`config.mk`:
```
export PLATFORM = sky130hd
export DESIGN_NAME = hx8352_bus_writer_flat
export DESIGN_NICKNAME = d
export VERILOG_FILES = /design/src/rtl/hx8352_pkg.sv /design/src/rtl/hx8352_bus_writer_if.sv /design/src/rtl/hx8352_delay_counter.sv /design/src/rtl/hx8352_bus_writer.sv /design/src/flat_wrapper.sv
export SDC_FILE = /design/constraint.sdc
export NUM_CORES = 1
export LEC_CHECK = 0
export CELL_PAD_IN_SITES_DETAIL_PLACEMENT = 1
export CELL_PAD_IN_SITES_GLOBAL_PLACEMENT = 2
export CORE_MARGIN = 1
export CORE_UTILIZATION = 37
export DETAILED_ROUTE_END_ITERATION = 7
export GPL_ROUTABILITY_DRIVEN = 0
export PLACE_DENSITY_LB_ADDON = 0.1
export RECOVER_POWER = 25
export SETUP_SLACK_MARGIN = 0.5
export SYNTH_ARGS = -nofsm -noshare
export SYNTH_HDL_FRONTEND = slang
export SYNTH_SLANG_ARGS = --single-unit
```
`constraint.sdc`:
```
create_clock -name clk -period 4.51 [get_ports clk]
set_clock_uncertainty 0.1 [all_clocks]
set_input_delay 0.902 -clock clk [delete_from_list [all_inputs] [get_ports clk]]
set_output_delay 0.902 -clock clk [all_outputs]
set_load 0.1 [all_outputs]
```
`src/rtl/hx8352_pkg.sv`:
```
// hx8352_pkg
//   Shared definitions for the HX8352 write path: bus-cycle type codes,
//   FSM state encoding, default 50 MHz timing constants and small helpers
//   used to size and classify the timing logic.
package hx8352_pkg;

   // Register-select codes presented on lcd_rs
   localparam logic LCD_CMD  = 1'b0;
   localparam logic LCD_DATA = 1'b1;

   typedef enum logic [2:0] {
      RST_LOW,
      RST_WAIT,
      IDLE,
      SETUP,
      WR_LOW,
      WR_HIGH
   } state_t;

   // Default timing at 50 MHz
   localparam int unsigned DEF_T_SETUP         = 1;
   localparam int unsigned DEF_T_WRL           = 2;
   localparam int unsigned DEF_T_WRH           = 2;
   localparam int unsigned DEF_RST_LOW_CYCLES  = 500;        // 10 us
   localparam int unsigned DEF_RST_WAIT_CYCLES = 6_000_000;  // 120 ms

   function automatic int unsigned max_of(input int unsigned a, input int unsigned b);
      return (a > b) ? a : b;
   endfunction

   // States in which chip select is asserted and the bus word is held
   function automatic logic in_write(input state_t s);
      return (s == SETUP) || (s == WR_LOW) || (s == WR_HIGH);
   endfunction

endpackage

```
`src/rtl/hx8352_bus_writer_if.sv`:
```
// hx8352_bus_writer_if
//   Valid/ready word channel from the controller/sequencer into the bus writer.
//   Signals:
//     in_valid  source -> writer  word available
//     in_ready  writer -> source  word accepted this cycle
//     in_dc     source -> writer  0 = command, 1 = data
//     in_data   source -> writer  16-bit word
//   Modports: master (source side), slave (bus writer side).
interface hx8352_bus_writer_if;
   logic        in_valid;
   logic        in_ready;
   logic        in_dc;
   logic [15:0] in_data;

   modport master (output in_valid, output in_dc, output in_data, input in_ready);
   modport slave  (input in_valid, input in_dc, input in_data, output in_ready);
endinterface

```
`src/rtl/hx8352_delay_counter.sv`:
```
// hx8352_delay_counter
//   Loadable down-counter shared by every timed state of the bus writer.
//   Ports:
//     clk, rst    clock, asynchronous active-low reset (count <= RESET_VAL)
//     load        load strobe; load_val is taken on the next edge
//     load_val    value to load (state duration minus one)
//     done        count has reached zero
//     near_done   count is one (only with HX8352_BURST_EN defined)
//   Config macro: HX8352_BURST_EN adds the near_done output.
module hx8352_delay_counter #(
   parameter int unsigned   W         = 8,
   parameter logic [W-1:0]  RESET_VAL = '0
) (
   input  logic         clk,
   input  logic         rst,
   input  logic         load,
   input  logic [W-1:0] load_val,
`ifdef HX8352_BURST_EN
   output logic         near_done,
`endif
   output logic         done
);

   logic [W-1:0] count;

   always_ff @(posedge clk or negedge rst) begin
      if (!rst) begin
         count <= RESET_VAL;
      end else if (load) begin
         count <= load_val;
      end else if (count != '0) begin
         count <= count - W'(1);
      end
   end

   assign done = (count == '0);

`ifdef HX8352_BURST_EN
   assign near_done = (count == W'(1));
`endif

endmodule

```
`src/rtl/hx8352_bus_writer.sv`:
```
// hx8352_bus_writer
//   Physical-layer stage driving the HX8352 8080-style 16-bit write bus and
//   the panel hardware reset. Words arrive over a valid/ready channel; each is
//   written as CS-low, setup, WR-low, WR-high, CS-high with parameterised
//   cycle counts. The panel reset pulse runs after system reset and on
//   hw_reset_start (deferred until an in-flight write completes).
//   Ports:
//     clk             system clock
//     rst             asynchronous active-low reset
//     hw_reset_start  single-cycle request to re-run the panel reset
//     bus             word channel (slave side): in_valid/in_ready/in_dc/in_data
//     busy            high in every state except IDLE
//     lcd_cs_n        chip select, active-low
//     lcd_rs          register select (latched in_dc)
//     lcd_wr_n        write strobe, active-low (panel latches on rising edge)
//     lcd_rd_n        read strobe, held high
//     lcd_rst_n       panel hardware reset, active-low
//     lcd_data        parallel data bus
//   Config macro: HX8352_BURST_EN keeps CS low and accepts the next word in
//   the last WR_HIGH cycle.
module hx8352_bus_writer
   import hx8352_pkg::*;
#(
   parameter int unsigned T_SETUP         = DEF_T_SETUP,
   parameter int unsigned T_WRL           = DEF_T_WRL,
   parameter int unsigned T_WRH           = DEF_T_WRH,
   parameter int unsigned RST_LOW_CYCLES  = DEF_RST_LOW_CYCLES,
   parameter int unsigned RST_WAIT_CYCLES = DEF_RST_WAIT_CYCLES
) (
   input  logic                 clk,
   input  logic                 rst,
   input  logic                 hw_reset_start,
   hx8352_bus_writer_if.slave   bus,
   output logic                 busy,
   output logic                 lcd_cs_n,
   output logic                 lcd_rs,
   output logic                 lcd_wr_n,
   output logic                 lcd_rd_n,
   output logic                 lcd_rst_n,
   output logic [15:0]          lcd_data
);

   localparam int unsigned CW = $clog2(max_of(max_of(max_of(T_SETUP, T_WRL),
                                                     max_of(T_WRH, RST_LOW_CYCLES)),
                                              RST_WAIT_CYCLES)) + 1;
   typedef logic [CW-1:0] cnt_t;

   // Counter preload for a state: its duration minus one
   function automatic cnt_t dur(input state_t s);
      cnt_t d;
      d = '0;
      case (s)
         RST_LOW:  d = cnt_t'(RST_LOW_CYCLES - 1);
         RST_WAIT: d = cnt_t'(RST_WAIT_CYCLES - 1);
         SETUP:    d = cnt_t'(T_SETUP - 1);
         WR_LOW:   d = cnt_t'(T_WRL - 1);
         WR_HIGH:  d = cnt_t'(T_WRH - 1);
         default:  d = '0;
      endcase
      return d;
   endfunction

   state_t      state, next_state;
   logic        pending, pending_d;
   logic        reset_req;
   logic        accept;
   logic        cnt_load, cnt_done;
   cnt_t        cnt_val;
   logic        in_ready_q;

   logic        busy_d, cs_n_d, rs_d, wr_n_d, rst_n_d, in_ready_d;
   logic [15:0] data_d;

`ifdef HX8352_BURST_EN
   logic        cnt_near_done;
   logic        last_next;
`endif

   assign bus.in_ready = in_ready_q;
   assign lcd_rd_n     = 1'b1;

   // Every timed state reloads on entry. The reset value covers the RST_LOW
   // entry caused by rst itself, which has no transition edge to load on.
   assign cnt_load = (next_state != state);
   assign cnt_val  = dur(next_state);

   hx8352_delay_counter #(
      .W         (CW),
      .RESET_VAL (cnt_t'(RST_LOW_CYCLES - 1))
   ) u_delay (
      .clk       (clk),
      .rst       (rst),
      .load      (cnt_load),
      .load_val  (cnt_val),
`ifdef HX8352_BURST_EN
      .near_done (cnt_near_done),
`endif
      .done      (cnt_done)
   );

   // State register
   always_ff @(posedge clk or negedge rst) begin
      if (!rst) begin
         state   <= RST_LOW;
         pending <= 1'b0;
      end else begin
         state   <= next_state;
         pending <= pending_d;
      end
   end

   // Next-state logic
   always_comb begin
      next_state = state;
      accept     = 1'b0;
      reset_req  = pending | (hw_reset_start & in_write(state));
      case (state)
         RST_LOW:  if (cnt_done) next_state = RST_WAIT;
         RST_WAIT: if (cnt_done) next_state = IDLE;
         IDLE: begin
            if (hw_reset_start) begin
               next_state = RST_LOW;
            end else if (bus.in_valid && in_ready_q) begin
               accept     = 1'b1;
               next_state = SETUP;
            end
         end
         SETUP:    if (cnt_done) next_state = WR_LOW;
         WR_LOW:   if (cnt_done) next_state = WR_HIGH;
         WR_HIGH: begin
            if (cnt_done) begin
               if (reset_req) begin
                  next_state = RST_LOW;
`ifdef HX8352_BURST_EN
               end else if (bus.in_valid && in_ready_q) begin
                  accept     = 1'b1;
                  next_state = SETUP;
`endif
               end else begin
                  next_state = IDLE;
               end
            end
         end
         default:  next_state = RST_LOW;
      endcase
      pending_d = reset_req & (next_state != RST_LOW);
   end

   // Output logic: registered pins follow the state being entered
   always_comb begin
      cs_n_d     = ~in_write(next_state);
      wr_n_d     = (next_state != WR_LOW);
      rst_n_d    = (next_state != RST_LOW);
      busy_d     = (next_state != IDLE);
      in_ready_d = (next_state == IDLE);
      data_d     = accept ? bus.in_data : lcd_data;
      rs_d       = accept ? bus.in_dc   : lcd_rs;
`ifdef HX8352_BURST_EN
      // Ready during the final WR_HIGH cycle unless a panel reset is owed
      last_next  = (next_state == WR_HIGH) &&
                   (cnt_load ? (cnt_val == '0) : cnt_near_done);
      in_ready_d = in_ready_d | (last_next & ~pending_d);
`endif
   end

   always_ff @(posedge clk or negedge rst) begin
      if (!rst) begin
         busy       <= 1'b1;
         lcd_cs_n   <= 1'b1;
         lcd_rs     <= 1'b0;
         lcd_wr_n   <= 1'b1;
         lcd_rst_n  <= 1'b0;
         lcd_data   <= '0;
         in_ready_q <= 1'b0;
      end else begin
         busy       <= busy_d;
         lcd_cs_n   <= cs_n_d;
         lcd_rs     <= rs_d;
         lcd_wr_n   <= wr_n_d;
         lcd_rst_n  <= rst_n_d;
         lcd_data   <= data_d;
         in_ready_q <= in_ready_d;
      end
   end

endmodule

```
`src/flat_wrapper.sv`:
```
// flat-port wrapper written by rule: the top's interface ports become plain ports
module hx8352_bus_writer_flat import hx8352_pkg::*;
#(
   parameter int unsigned T_SETUP         = DEF_T_SETUP,
   parameter int unsigned T_WRL           = DEF_T_WRL,
   parameter int unsigned T_WRH           = DEF_T_WRH,
   parameter int unsigned RST_LOW_CYCLES  = DEF_RST_LOW_CYCLES,
   parameter int unsigned RST_WAIT_CYCLES = DEF_RST_WAIT_CYCLES
)
  (clk, rst, hw_reset_start, busy, lcd_cs_n, lcd_rs, lcd_wr_n, lcd_rd_n, lcd_rst_n, lcd_data, bus_in_valid, bus_in_dc, bus_in_data, bus_in_ready);
  hx8352_bus_writer_if bus_i ();
  input  logic clk;
  input  logic rst;
  input  logic hw_reset_start;
  output logic busy;
  output logic lcd_cs_n;
  output logic lcd_rs;
  output logic lcd_wr_n;
  output logic lcd_rd_n;
  output logic lcd_rst_n;
  output logic [15:0] lcd_data;
  input wire logic [$bits(bus_i.in_valid)-1:0] bus_in_valid;
  input wire logic [$bits(bus_i.in_dc)-1:0] bus_in_dc;
  input wire logic [$bits(bus_i.in_data)-1:0] bus_in_data;
  output wire logic [$bits(bus_i.in_ready)-1:0] bus_in_ready;
  assign bus_i.in_valid = bus_in_valid;
  assign bus_i.in_dc = bus_in_dc;
  assign bus_i.in_data = bus_in_data;
  assign bus_in_ready = bus_i.in_ready;
  hx8352_bus_writer #(.T_SETUP(T_SETUP), .T_WRL(T_WRL), .T_WRH(T_WRH), .RST_LOW_CYCLES(RST_LOW_CYCLES), .RST_WAIT_CYCLES(RST_WAIT_CYCLES)) u_core (.clk(clk), .rst(rst), .hw_reset_start(hw_reset_start), .bus(bus_i), .busy(busy), .lcd_cs_n(lcd_cs_n), .lcd_rs(lcd_rs), .lcd_wr_n(lcd_wr_n), .lcd_rd_n(lcd_rd_n), .lcd_rst_n(lcd_rst_n), .lcd_data(lcd_data));
endmodule
```
==> results.md <==
* Status: finished with violations
* Failing checks: DRC, capacitance limit, slew limit
* Final hold viol count at 0
* Largest net degree at the start of global routing at 40
* Vias at 1,826
* Max Cap Viol at 1
* ANT nets after route at 0
* Final net count at 286
* Initial DRC Count at 43
* # clock sinks at 50
* Top post-synthesis cells by area: dfrtp_1, dfstp_2, mux2_2
* Cell family with most CP delay: buffers and inverters
* Drt drc at 2
* FILL cells at 725
* Area Growth Syn to Fin at 22.0%
* Root Buffer: clkbuf_8
* CTS H-tree depth at 2
* Worst-Skew Late Latency at 300 ps
* Seq cells post-synth at 50
* Leading area contributor after synthesis: dfrtp_1
* Hold_sp: u_core.lcd_data[11]
* Max incr delay on CP at 1140 ps
* Crit path capture type: primary output
* Final Max Slew Viols at 40
* Total CTS buffers at 5
* Total Power at 0.874 mW
* Final Critical Period at 2970 ps
* First-pass GRT wire length at 9870 µm
* Die Y-Extent at 84.1 µm
* Ys Warns at 0
* Avg WL per Cell at 16.6 µm
* Most used DFF post-synth: dfrtp_1
* Unrepaired setup endpoints after global routing: no
* Relative slew slack at -43.2%
* Critical path buffer and inverter count at 1
* Top-count cell post-synth: dfrtp_1
* Leakage at 1.16 nW
* Post-synth EDFFs at 0
* # hold bufs at CTS at 0
* VDD IR max at 145 µV
* Critical path fanouts, max at 1
* Mapped Cells at 223
* Post-cts gate resize count at 0
* Routed wire length at 5690 µm
* Synth async-reset ratio at 100%
* Hold WC Path Type: flop to flop
* Grt ovf at 0
* Distinct cell type count after synthesis at 50
* ANT cells at 0
* Clock transition at the registers of the reported paths at 100 ps
* Type of origin of the critical path: flop
* Clock Tree Buf Depth at 2
* Final period util at 65.8%
* Crit path from: u_core.busy
* Worst-Margin Slew at 2150 ps
* Die Area at 7080 µm²
* First-pass DRT Iterations at 6
* Crit path required time at 3510 ps
* Initial antenna violation count at 0
* Worst path cell trace: clkdlybuf4s50_1
* Slowest stage cell, crit path: clkdlybuf4s50_1
* Final hold slack at 418 ps
* Layout cells sized above 1 at 19.6%
* # port buffers at 42
* Cell Area, Synth at 2500 µm²
* Initial core utilization at 38.9%
* Die width at 84.1 µm
* GRT Total Usage at 17.8%
* Syn avg cell area at 11.2 µm²
* Setup TNS at 0 ps
* DP Wirelength at 4080 µm
* Area of the core at 6420 µm²
* Worst Setup Path Type: flop to primary output
* I/O pins at 44
* Sequential area share after synthesis at 50.6%
* Syn_nets at 245
* Row cnt at 29
* Top-area cell type share of the netlist area at 40.1%
* Vias in the first global route at 2,007
* Top post-synthesis cells by count: dfrtp_1, nor2_1, mux2_2
* WP data arrival at 1970 ps
* Final setup violation count at 0
* Pwr dens at 287 nW/µm²
* Post-CTS Setup Bufs at 0
* Reg-to-Reg Start: u_core.u_delay.count[21]
* CTS tree: done
* Highest clock rate at 337 MHz
* Via density at 5.34
==> cell type report <==
| class | count | area (µm²) | share of cell area [%] |
|---|---|---|---|
| Inverter | 7 | 26.3 | 0.863 |
| Clock inverter | 2 | 13.8 | 0.452 |
| Multi-Input combinational cell | 156 | 1140 | 37.5 |
| Clock buffer | 6 | 72.6 | 2.38 |
| Tap cell | 77 | 96.3 | 3.16 |
| Sequential cell | 50 | 1260 | 41.5 |
| Timing Repair Buffer | 44 | 429 | 14.1 |
==> logic make-up after synthesis <==
logic type	Yosys count	synth area share, %
adder cells (fa/ha/maj)	1	0.501
multiplexers	20	8.87
XOR/XNOR	21	7.37
AND/OR/NAND/NOR	75	18.5
AO/OA/AOI/OAI	38	10.1
buffers and inverters	17	3.86
flip-flops	50	50.6
other	1	0.150
==> metal layers <==
| layer | global-route usage [%] | vias to the layer above | part of all wire (%) |
|---|---|---|---|
| li1 | - | 870 | - |
| met1 | 22.8 | 906 | 45 |
| met2 | 30.2 | 43 | 50 |
| met3 | 4.13 | 7 | 4.3 |
| met4 | 5.49 | 0 | 1.4 |
| met5 | 0 | - | 0 |
==> registers in the layout, summed over array words and instances, names as in the netlist <==
signal and flops:
u_core.u_delay.count 24, u_core.lcd_data 16, u_core.state 3, u_core.bus.in_ready 1
u_core.busy 1, u_core.lcd_cs_n 1, u_core.lcd_rs 1, u_core.lcd_rst_n 1
u_core.lcd_wr_n 1, u_core.pending 1
==> final timing paths <==
path                                                 end  slack [ps]  cells past startpoint
worst max-delay path                                busy        1540                      1
worst min-delay path                 u_core.lcd_data[11]         420                      1
worst max register to register   u_core.u_delay.count[7]        1890                      6
worst min register to register       u_core.lcd_data[11]         420                      1
max in group asynchronous       u_core.u_delay.count[21]        1970                      1
min in group asynchronous       u_core.u_delay.count[19]        1110                      1
==> power by group <==
part / total [mW] / internal [mW] / switching, mW
registers: 0.524 / 0.486 / 0.0370
logic: 0.0839 / 0.0426 / 0.0413
clock network: 0.266 / 0.111 / 0.155
==> per-stage QoR <==
step | setup slack (ps) | util [%] | std cells | instance area, µm²
after floorplan | 2140 | - | 223 | 2500
after global placement | 1300 | 46.1 | 334 | 2960
after detailed placement | 1270 | 46.1 | 334 | 2960
after CTS | 1520 | 47.4 | 342 | 3050
after global routing | 1450 | 47.4 | 342 | 3040
final | 1540 | 47.4 | 342 | 3040
==> placed cells by master (no fill, tap or decap), types with 2 or more instances in the layout <==
cell type	instances
o21ai_0	15
and2_1	2
dfstp_2	10
xnor2_1	11
nand2_1	15
o21ai_1	2
mux2_2	17
nand3_1	6
nor3b_2	2
or3_1	3
xor2_1	10
nor2_2	2
nor4_2	2
nand4_1	3
dfrtp_1	40
mux2i_1	3
clkdlybuf4s50_1	41
inv_1	7
clkbuf_1	2
nor2_1	19
buf_4	2
a21oi_1	8
a21o_1	2
nor3_1	2
nor4_4	2
nor4_1	7
clkbuf_8	5
(Power assumes the default switching activity.)
